===== config.mk =====
export PLATFORM = sky130hd
export DESIGN_NAME = prio_demux_router
export DESIGN_NICKNAME = d
export VERILOG_FILES = /design/src/rtl/prio_demux_pkg.sv /design/src/rtl/demux_slot.sv /design/src/rtl/prio_demux_router.sv
export SDC_FILE = /design/constraint.sdc
export NUM_CORES = 1
export LEC_CHECK = 0
export ABC_AREA = 0
export CORE_MARGIN = 5
export CORE_UTILIZATION = 38
export CTS_BUF_LIST = sky130_fd_sc_hd__clkbuf_8
export CTS_CLUSTER_SIZE = 30
export DETAILED_ROUTE_END_ITERATION = 12
export PLACE_DENSITY = 0.74
export SLEW_MARGIN = 10
export SYNTH_ARGS = -nofsm -noshare
export SYNTH_HDL_FRONTEND = slang
export SYNTH_HIERARCHICAL = 1
export SYNTH_SLANG_ARGS = --single-unit
export TNS_END_PERCENT = 50

===== constraint.sdc =====
create_clock -name clk -period 1.7 [get_ports clk]
set_clock_uncertainty 0.05 [all_clocks]
set_input_delay 0.17 -clock clk [delete_from_list [all_inputs] [get_ports clk]]
set_output_delay 0.17 -clock clk [all_outputs]
set_load 0.03 [all_outputs]

===== src/rtl/prio_demux_pkg.sv =====
// Shared channel indices, route state encoding and the enable-priority route decode.
package prio_demux_pkg;

    localparam logic [1:0] CH_A = 2'd0;
    localparam logic [1:0] CH_B = 2'd1;
    localparam logic [1:0] CH_C = 2'd2;
    localparam logic [1:0] CH_D = 2'd3;

    typedef enum logic {
        IDLE = 1'b0,
        BUSY = 1'b1
    } route_state_t;

    // en3 has top priority, matching the 4-to-1 priority select
    function automatic logic [1:0] route_decode(input logic en1, input logic en2, input logic en3);
        logic [1:0] ch;
        if (!en3)
            ch = CH_D;
        else if (!en2)
            ch = CH_C;
        else if (en1)
            ch = CH_B;
        else
            ch = CH_A;
        return ch;
    endfunction

endpackage


===== src/rtl/demux_slot.sv =====
// One-entry output register for a single channel.
// Latency: load visible on out_* the cycle after; load and drain may coincide.
// Backpressure: holds its beat while out_ready is low; data/last hold when empty.
module demux_slot #(
    parameter int DW = 8
) (
    input  logic          clk,
    input  logic          rst,
    input  logic          load,
    input  logic [DW-1:0] load_data,
    input  logic          load_last,
    input  logic          out_ready,
    output logic          out_valid,
    output logic [DW-1:0] out_data,
    output logic          out_last
);

    always_ff @(posedge clk) begin
        if (rst) begin
            out_valid <= 1'b0;
            out_data  <= '0;
            out_last  <= 1'b0;
        end else if (load) begin
            out_valid <= 1'b1;
            out_data  <= load_data;
            out_last  <= load_last;
        end else if (out_valid && out_ready) begin
            out_valid <= 1'b0;
        end
    end

endmodule


===== src/rtl/prio_demux_router.sv =====
// Registered 1-to-4 priority router; route chosen from en* at packet start and locked to in_last.
// Latency: 1 cycle accept-to-output, 1 beat/cycle per channel; optional dlv_cnt via PRIO_DEMUX_CNT_EN.
// Backpressure: in_ready follows only the routed slot; other channels drain independently.
module prio_demux_router
    import prio_demux_pkg::*;
#(
    parameter int DW = 8
`ifdef PRIO_DEMUX_CNT_EN
    ,
    parameter int CW = 16
`endif
) (
    input  logic            clk,
    input  logic            rst,
    input  logic            en1,
    input  logic            en2,
    input  logic            en3,
    input  logic            in_valid,
    output logic            in_ready,
    input  logic [DW-1:0]   in_data,
    input  logic            in_last,
    output logic [3:0]      out_valid,
    input  logic [3:0]      out_ready,
    output logic [4*DW-1:0] out_data,
    output logic [3:0]      out_last
`ifdef PRIO_DEMUX_CNT_EN
    ,
    output logic [4*CW-1:0] dlv_cnt
`endif
);

    route_state_t state_q, state_d;
    logic [1:0]   route_q, route_d;
    logic [1:0]   live_route;
    logic [1:0]   route;
    logic         accept;
    logic [3:0]   load;

    assign live_route = route_decode(en1, en2, en3);
    assign route      = (state_q == BUSY) ? route_q : live_route;
    assign in_ready   = ~out_valid[route] | out_ready[route];
    assign accept     = in_valid & in_ready;

    always_ff @(posedge clk) begin
        if (rst) begin
            state_q <= IDLE;
            route_q <= CH_A;
        end else begin
            state_q <= state_d;
            route_q <= route_d;
        end
    end

    always_comb begin
        state_d = state_q;
        route_d = route_q;
        case (state_q)
            IDLE: begin
                if (accept && !in_last) begin
                    state_d = BUSY;
                    route_d = live_route;
                end
            end
            BUSY: begin
                if (accept && in_last)
                    state_d = IDLE;
            end
            default: state_d = IDLE;
        endcase
    end

    for (genvar k = 0; k < 4; k++) begin : g_ch
        assign load[k] = accept && (route == 2'(k));

        demux_slot #(.DW(DW)) u_slot (
            .clk       (clk),
            .rst       (rst),
            .load      (load[k]),
            .load_data (in_data),
            .load_last (in_last),
            .out_ready (out_ready[k]),
            .out_valid (out_valid[k]),
            .out_data  (out_data[k*DW +: DW]),
            .out_last  (out_last[k])
        );

`ifdef PRIO_DEMUX_CNT_EN
        // counts drained packet ends, wrapping modulo 2^CW
        logic [CW-1:0] cnt_q;

        always_ff @(posedge clk) begin
            if (rst)
                cnt_q <= '0;
            else if (out_valid[k] && out_ready[k] && out_last[k])
                cnt_q <= cnt_q + CW'(1);
        end

        assign dlv_cnt[k*CW +: CW] = cnt_q;
`endif
    end

endmodule


# ---- After elaboration in Yosys (flattened, before gate mapping)
# Index checks and enable logic that the tools add are counted.
dict set report op_classes {
  magnitude_cmp 1
  n_eq_ne 3
  mux 19
  bitwise 4
  n_reduce_logical 17
}
# op count
set ops {}
lappend ops {{1-bit 2-to-1 mux} 13}
lappend ops {{1-bit logical AND} 10}
lappend ops {{2-bit nonzero test} 4}
lappend ops {{2-bit 2-to-1 mux} 3}
lappend ops {{1-bit binary-select mux with 2-bit select} 2}
lappend ops {{2-bit == test, second input constant} 2}
lappend ops {{2-bit by 3-bit < comparator with 1-bit output, second input constant} 1}
lappend ops {{2-bit by 1-bit == test with 1-bit output, second input constant} 1}
lappend ops {{2-bit zero test} 1}
lappend ops {{1-bit NOT} 2}
lappend ops {{1-bit case mux with 2 select lines} 1}
lappend ops {{2-bit AND reduction} 1}
lappend ops {{1-bit bitwise AND} 1}
lappend ops {{1-bit zero test} 1}
lappend ops {{1-bit OR} 1}
dict set report totals {
  reg_bits 43
  input_bits 19
}

# ---- Depth between registers and ports, before layout
# Gate-level depths: netlist of run 1.
dict set report logic_depth {
  ltp_word 12
  ltp_mapped 7
}

# ---- By module
# Netlist of run 1, hierarchy kept.
# mod instances cells_per_inst area_per_inst_um2 seq_area_each_um2
set by_module_without_submodules {}
lappend by_module_without_submodules {demux_slot 4 33 355.3 200.2}
lappend by_module_without_submodules {prio_demux_router 1 36 320.3 60.1}

# ---- Worst setup path after synthesis of run 1
# OpenSTA, ideal clock, no wires.
dict set report synth_timing {
  path_type {reg-to-reg}
  startpoint {reg g_ch[0].u_slot.out_valid}
  endpoint {reg route_q[1]}
  setup_ps 123
  arrival_ps 1482
  t_required_ps 1527
  setup_slack_ps 44
  path_stages_with_launch 5
  n_path_buf 0
  synth_period_minus_slack_ps 1656
  path_cell_list {dfxtp_1 -> inv_1 -> o311a_4 -> o211ai_2 -> mux2_1}
}
dict set report synth_between {
  elab_chain_len 7
}
# item line
set synth_rtl {}
lappend synth_rtl {{from (decl)} demux_slot.sv:13} ;# output logic out_valid,
lappend synth_rtl {{from (signal assigned)} demux_slot.sv:20} ;# out_valid <= 1'b0;
lappend synth_rtl {{from (signal assigned)} demux_slot.sv:24} ;# out_valid <= 1'b1;
lappend synth_rtl {{from (signal assigned)} demux_slot.sv:28} ;# out_valid <= 1'b0;
lappend synth_rtl {{1-bit binary-select mux with 2-bit select} prio_demux_router.sv:41} ;# assign in_ready = ~out_valid[route] | out_ready[route];
lappend synth_rtl {{1-bit 2-to-1 mux (not written as such)} prio_demux_router.sv:41}
lappend synth_rtl {{1-bit NOT} prio_demux_router.sv:41}
lappend synth_rtl {{1-bit OR} prio_demux_router.sv:41}
lappend synth_rtl {{1-bit bitwise AND} prio_demux_router.sv:42} ;# assign accept = in_valid & in_ready;
lappend synth_rtl {{1-bit logical AND} prio_demux_router.sv:59} ;# if (accept && !in_last) begin
lappend synth_rtl {{2-bit AND reduction (no source line)} n/a}
lappend synth_rtl {{to (signal assigned)} prio_demux_router.sv:50} ;# route_q <= route_d;
lappend synth_rtl {{to (decl)} prio_demux_router.sv:33} ;# logic [1:0] route_q, route_d;
# No other way between the ends. The select of a mux whose other input is x is not followed.
# A chain may end at the register's enable or synchronous reset.

==> results of run 1 <==
-- per-layer routing --
metal / wire [um] / vias to the layer above
met5: 0 / -
met4: 0 / 0
met3: 270 / 0
met2: 2050 / 40
met1: 2020 / 654
li1: - / 720
-- synth_stat cells --
cell type  instances  area share
and2_1             1      0.0036
clkbuf_2           4       0.011
nor2b_1            3       0.011
o211ai_2           1      0.0072
and2_4             1      0.0050
buf_6              4       0.026
dfxtp_1           43        0.49
nand3_1            1      0.0029
a21bo_2            1      0.0057
nand2_1            1      0.0022
mux2i_4            1       0.013
or2_4              1      0.0050
inv_1              6       0.013
o21ai_0            1      0.0029
o21ai_1            1      0.0029
nor3b_1            2      0.0086
mux2i_1           37        0.21
a211oi_2           1      0.0072
mux2_1             1      0.0065
o311a_4            1       0.012
nor2_1            38       0.082
nand3b_1           1      0.0043
a221oi_2           1      0.0086
a21oi_1            6       0.017
nor3_1             1      0.0029
nand2b_1           9       0.032
-- worst max path at each step --
stage | from | endpoint | slack, ps | depth (start not counted)
floorplan | g_ch[0].u_slot/out_valid | route_q[1] | 40 | 4
global placement | en2 | g_ch[1].u_slot/out_data[4] | -300 | 8
detailed placement | en3 | g_ch[0].u_slot/out_data[0] | -340 | 8
CTS | register | in_ready | -230 | 5
global route | register | in_ready | -280 | 5
finish | register | in_ready | -220 | 5
-- placed cells by master (no fill, tap or decap), types with 2 or more instances in the layout --
cell type	count
nor3b_4	2
mux2i_1	36
nand2b_1	8
buf_4	14
buf_6	10
clkbuf_8	5
nor2b_1	3
inv_1	7
clkdlybuf4s50_1	58
a21oi_2	2
nor2_1	37
dfxtp_1	42
a21oi_1	4
-- critical path, cell delays in order (launching register included) --
cell and delay (ps):
dfxtp_2 340, nand3b_1 180, and2_4 180, o311a_4 320, or2_4 240, buf_6 140
-- per-stage QoR --
step / power, uW / hold slack [ps] / TNS [ps] / util
after global placement: 1670 / 421 / -10260 / 0.562
after floorplan: 1440 / 186 / 0 / -
after detailed placement: 1680 / 429 / -11340 / 0.562
after CTS: 2330 / 440 / -1160 / 0.591
final: 2330 / 438 / -2870 / 0.608
after global routing: 2460 / 483 / -6100 / 0.608
-- power by group through the flow --
| stage | Sequential (uW) | Combinational [uW] | Clock (uW) |
|---|---|---|---|
| 6_report | 1100 | 617 | 620 |
| 4_1_cts | 1100 | 585 | 651 |
| 3_5_place_dp | 1120 | 562 | 0 |
| 3_3_place_gp | 1120 | 556 | 0 |
| 2_1_floorplan | 1210 | 229 | 0 |
| 5_1_grt | 1100 | 655 | 696 |
-- state kept, by name (all words and copies together) (netlist names), named ones only --
register and count:
g_ch.u_slot/out_data 32, g_ch.u_slot/out_last 4, g_ch.u_slot/out_valid 4, route_q 2
-- kinds of logic (layout without fill, tap and decap cells) --
family / after synthesis / in the layout
AO/OA/AOI/OAI: 13 / 13
buffers and inverters: 14 / 96
flip-flops: 43 / 43
multiplexers: 39 / 39
AND/OR/NAND/NOR: 59 / 59
-- layout make-up --
cell class                 count  area (um2)
fill                         374        1730
sequential                    43         862
multi-input combinational    111         851
timing repair buffer          82         798
clock buffer                   5        68.8
tap                           52        65.1
inverter                       6        22.5
clock inverter                 3        16.3
-- what timing repair did --
item                                    CTS  global route
pin swaps                                 2             2
endpoints found under the setup margin   17            36
buffers inserted                          2             3
hold endpoints to repair                  0             0
resized for setup                         8            13
==> metrics.csv, run 1 <==
metric,value,unit
Starting Density,0.395,
leakage,0.00100,uW
Placement Setup Slack,-342,ps
FMAX,521,MHz
Mapped Cells,168,
total core area,4410,um2
gr usage total,0.144,
# rows,24,
global-route wire length before repair,7040,um
met3 global-route usage,0.0498,
crit path DAT,1700,ps
DR WL/cell,14.4,um
pwr dens,869,nW/um2
total gr overflow,0,
fin cells,302,
Post-Route WL,4350,um
Final Max Tran Viols,0,
clk sinks,43,
YS warnings,6,
crit-path max FO,4,
Post-Synth XOR/XNOR Area,0,
# port buffers,59,
largest net degree at the start of global routing,28,
Worst Reg-to-Reg Cells,8,
Internal Power,1650,uW
Switching Share,0.291,
Least-Margin Pin Slew,341,ps
Peak VDD IR,0.529,mV
Comb pwr share,0.265,
Clock Tree Root,clkbuf_8,
NetSw,680,uW
initial drt markers,37,
CTS tree,done,
Netlist cell types,26,
R2R Path End,g_ch[1].u_slot/out_data[6],
Post-Syn Area,1740,um2
"setup slack, reg-to-reg",-120,ps
Final period util,1.13,
count of hold-fix buffers inserted at cts,0,
syn_nets,187,
htree depth,2,
Final setup viols,38,
Inst Count DP,289,
#FFs+latches synth,43,
die footprint,6040,um2
DP Area,2480,um2
HPWL Detailed,3050,um
clock insertion delay at the later pin of the skew report,290,ps
Worst Path Required,1480,ps
# diodes,0,
critical path class,register to output port,
sequential area share after synthesis,0.494,
Startpoint Class,register,
mux share of post-synthesis cell area,0.232,
RD Place Congestion,0.713,
nature of the critical path endpoint,output port,
number of global-route vias before repair,1443,
failing checks,negative setup slack,
Hold Path End,g_ch[3].u_slot/out_valid,
initial antenna violation count,0,
clock share of power,0.266,
Compound-Gate Fraction of Synth Area,0.0639,
Final Hold Vio Count,0,
Synth Area in Adders,0,
DRC Markers,0,
HP Start,g_ch[3].u_slot/out_valid,
mean post-synth cell area,10.4,um2
Reg power frac,0.470,
Synth Area in Simple Gates,0.159,
Worst slew margin,0.772,
GR Util met1,0.178,
status,"complete, but fails checks",
number of top-level pins,60,
"CTS clk-pin slew, worst paths",80,ps
GR peak layer,met2,
main combinational cell family by area after synthesis,multiplexers,
ANT nets after route,0,
Num CTS Buffers,5,
RSZ-0062 raised after global routing,yes,
Nets,268,
Tmin final,1920,ps
Die Span Y,77.7,um
final setup margin,-219,ps
Hold Crit Depth,2,
final instance area,2680,um2
area grow syn2layout,54.1,%
GR Util met2,0.234,
die width,77.7,um
First-pass DRT Iterations,4,
clk buf depth,2,
via count,1414,
Min-Delay Path Class,register to register,
share of cells above drive strength 1,0.196,
vias per cell,4.68,
MaxCap Viol Count,0,
No activity file was read; power rests on OpenSTA's default activity.
==> inputs of run 2 (changes only) <==
Settings changed: SLEW_MARGIN 10 to 20.
==> results of run 2 <==
Final layout, timing and power as in run 1 (identical DEF).
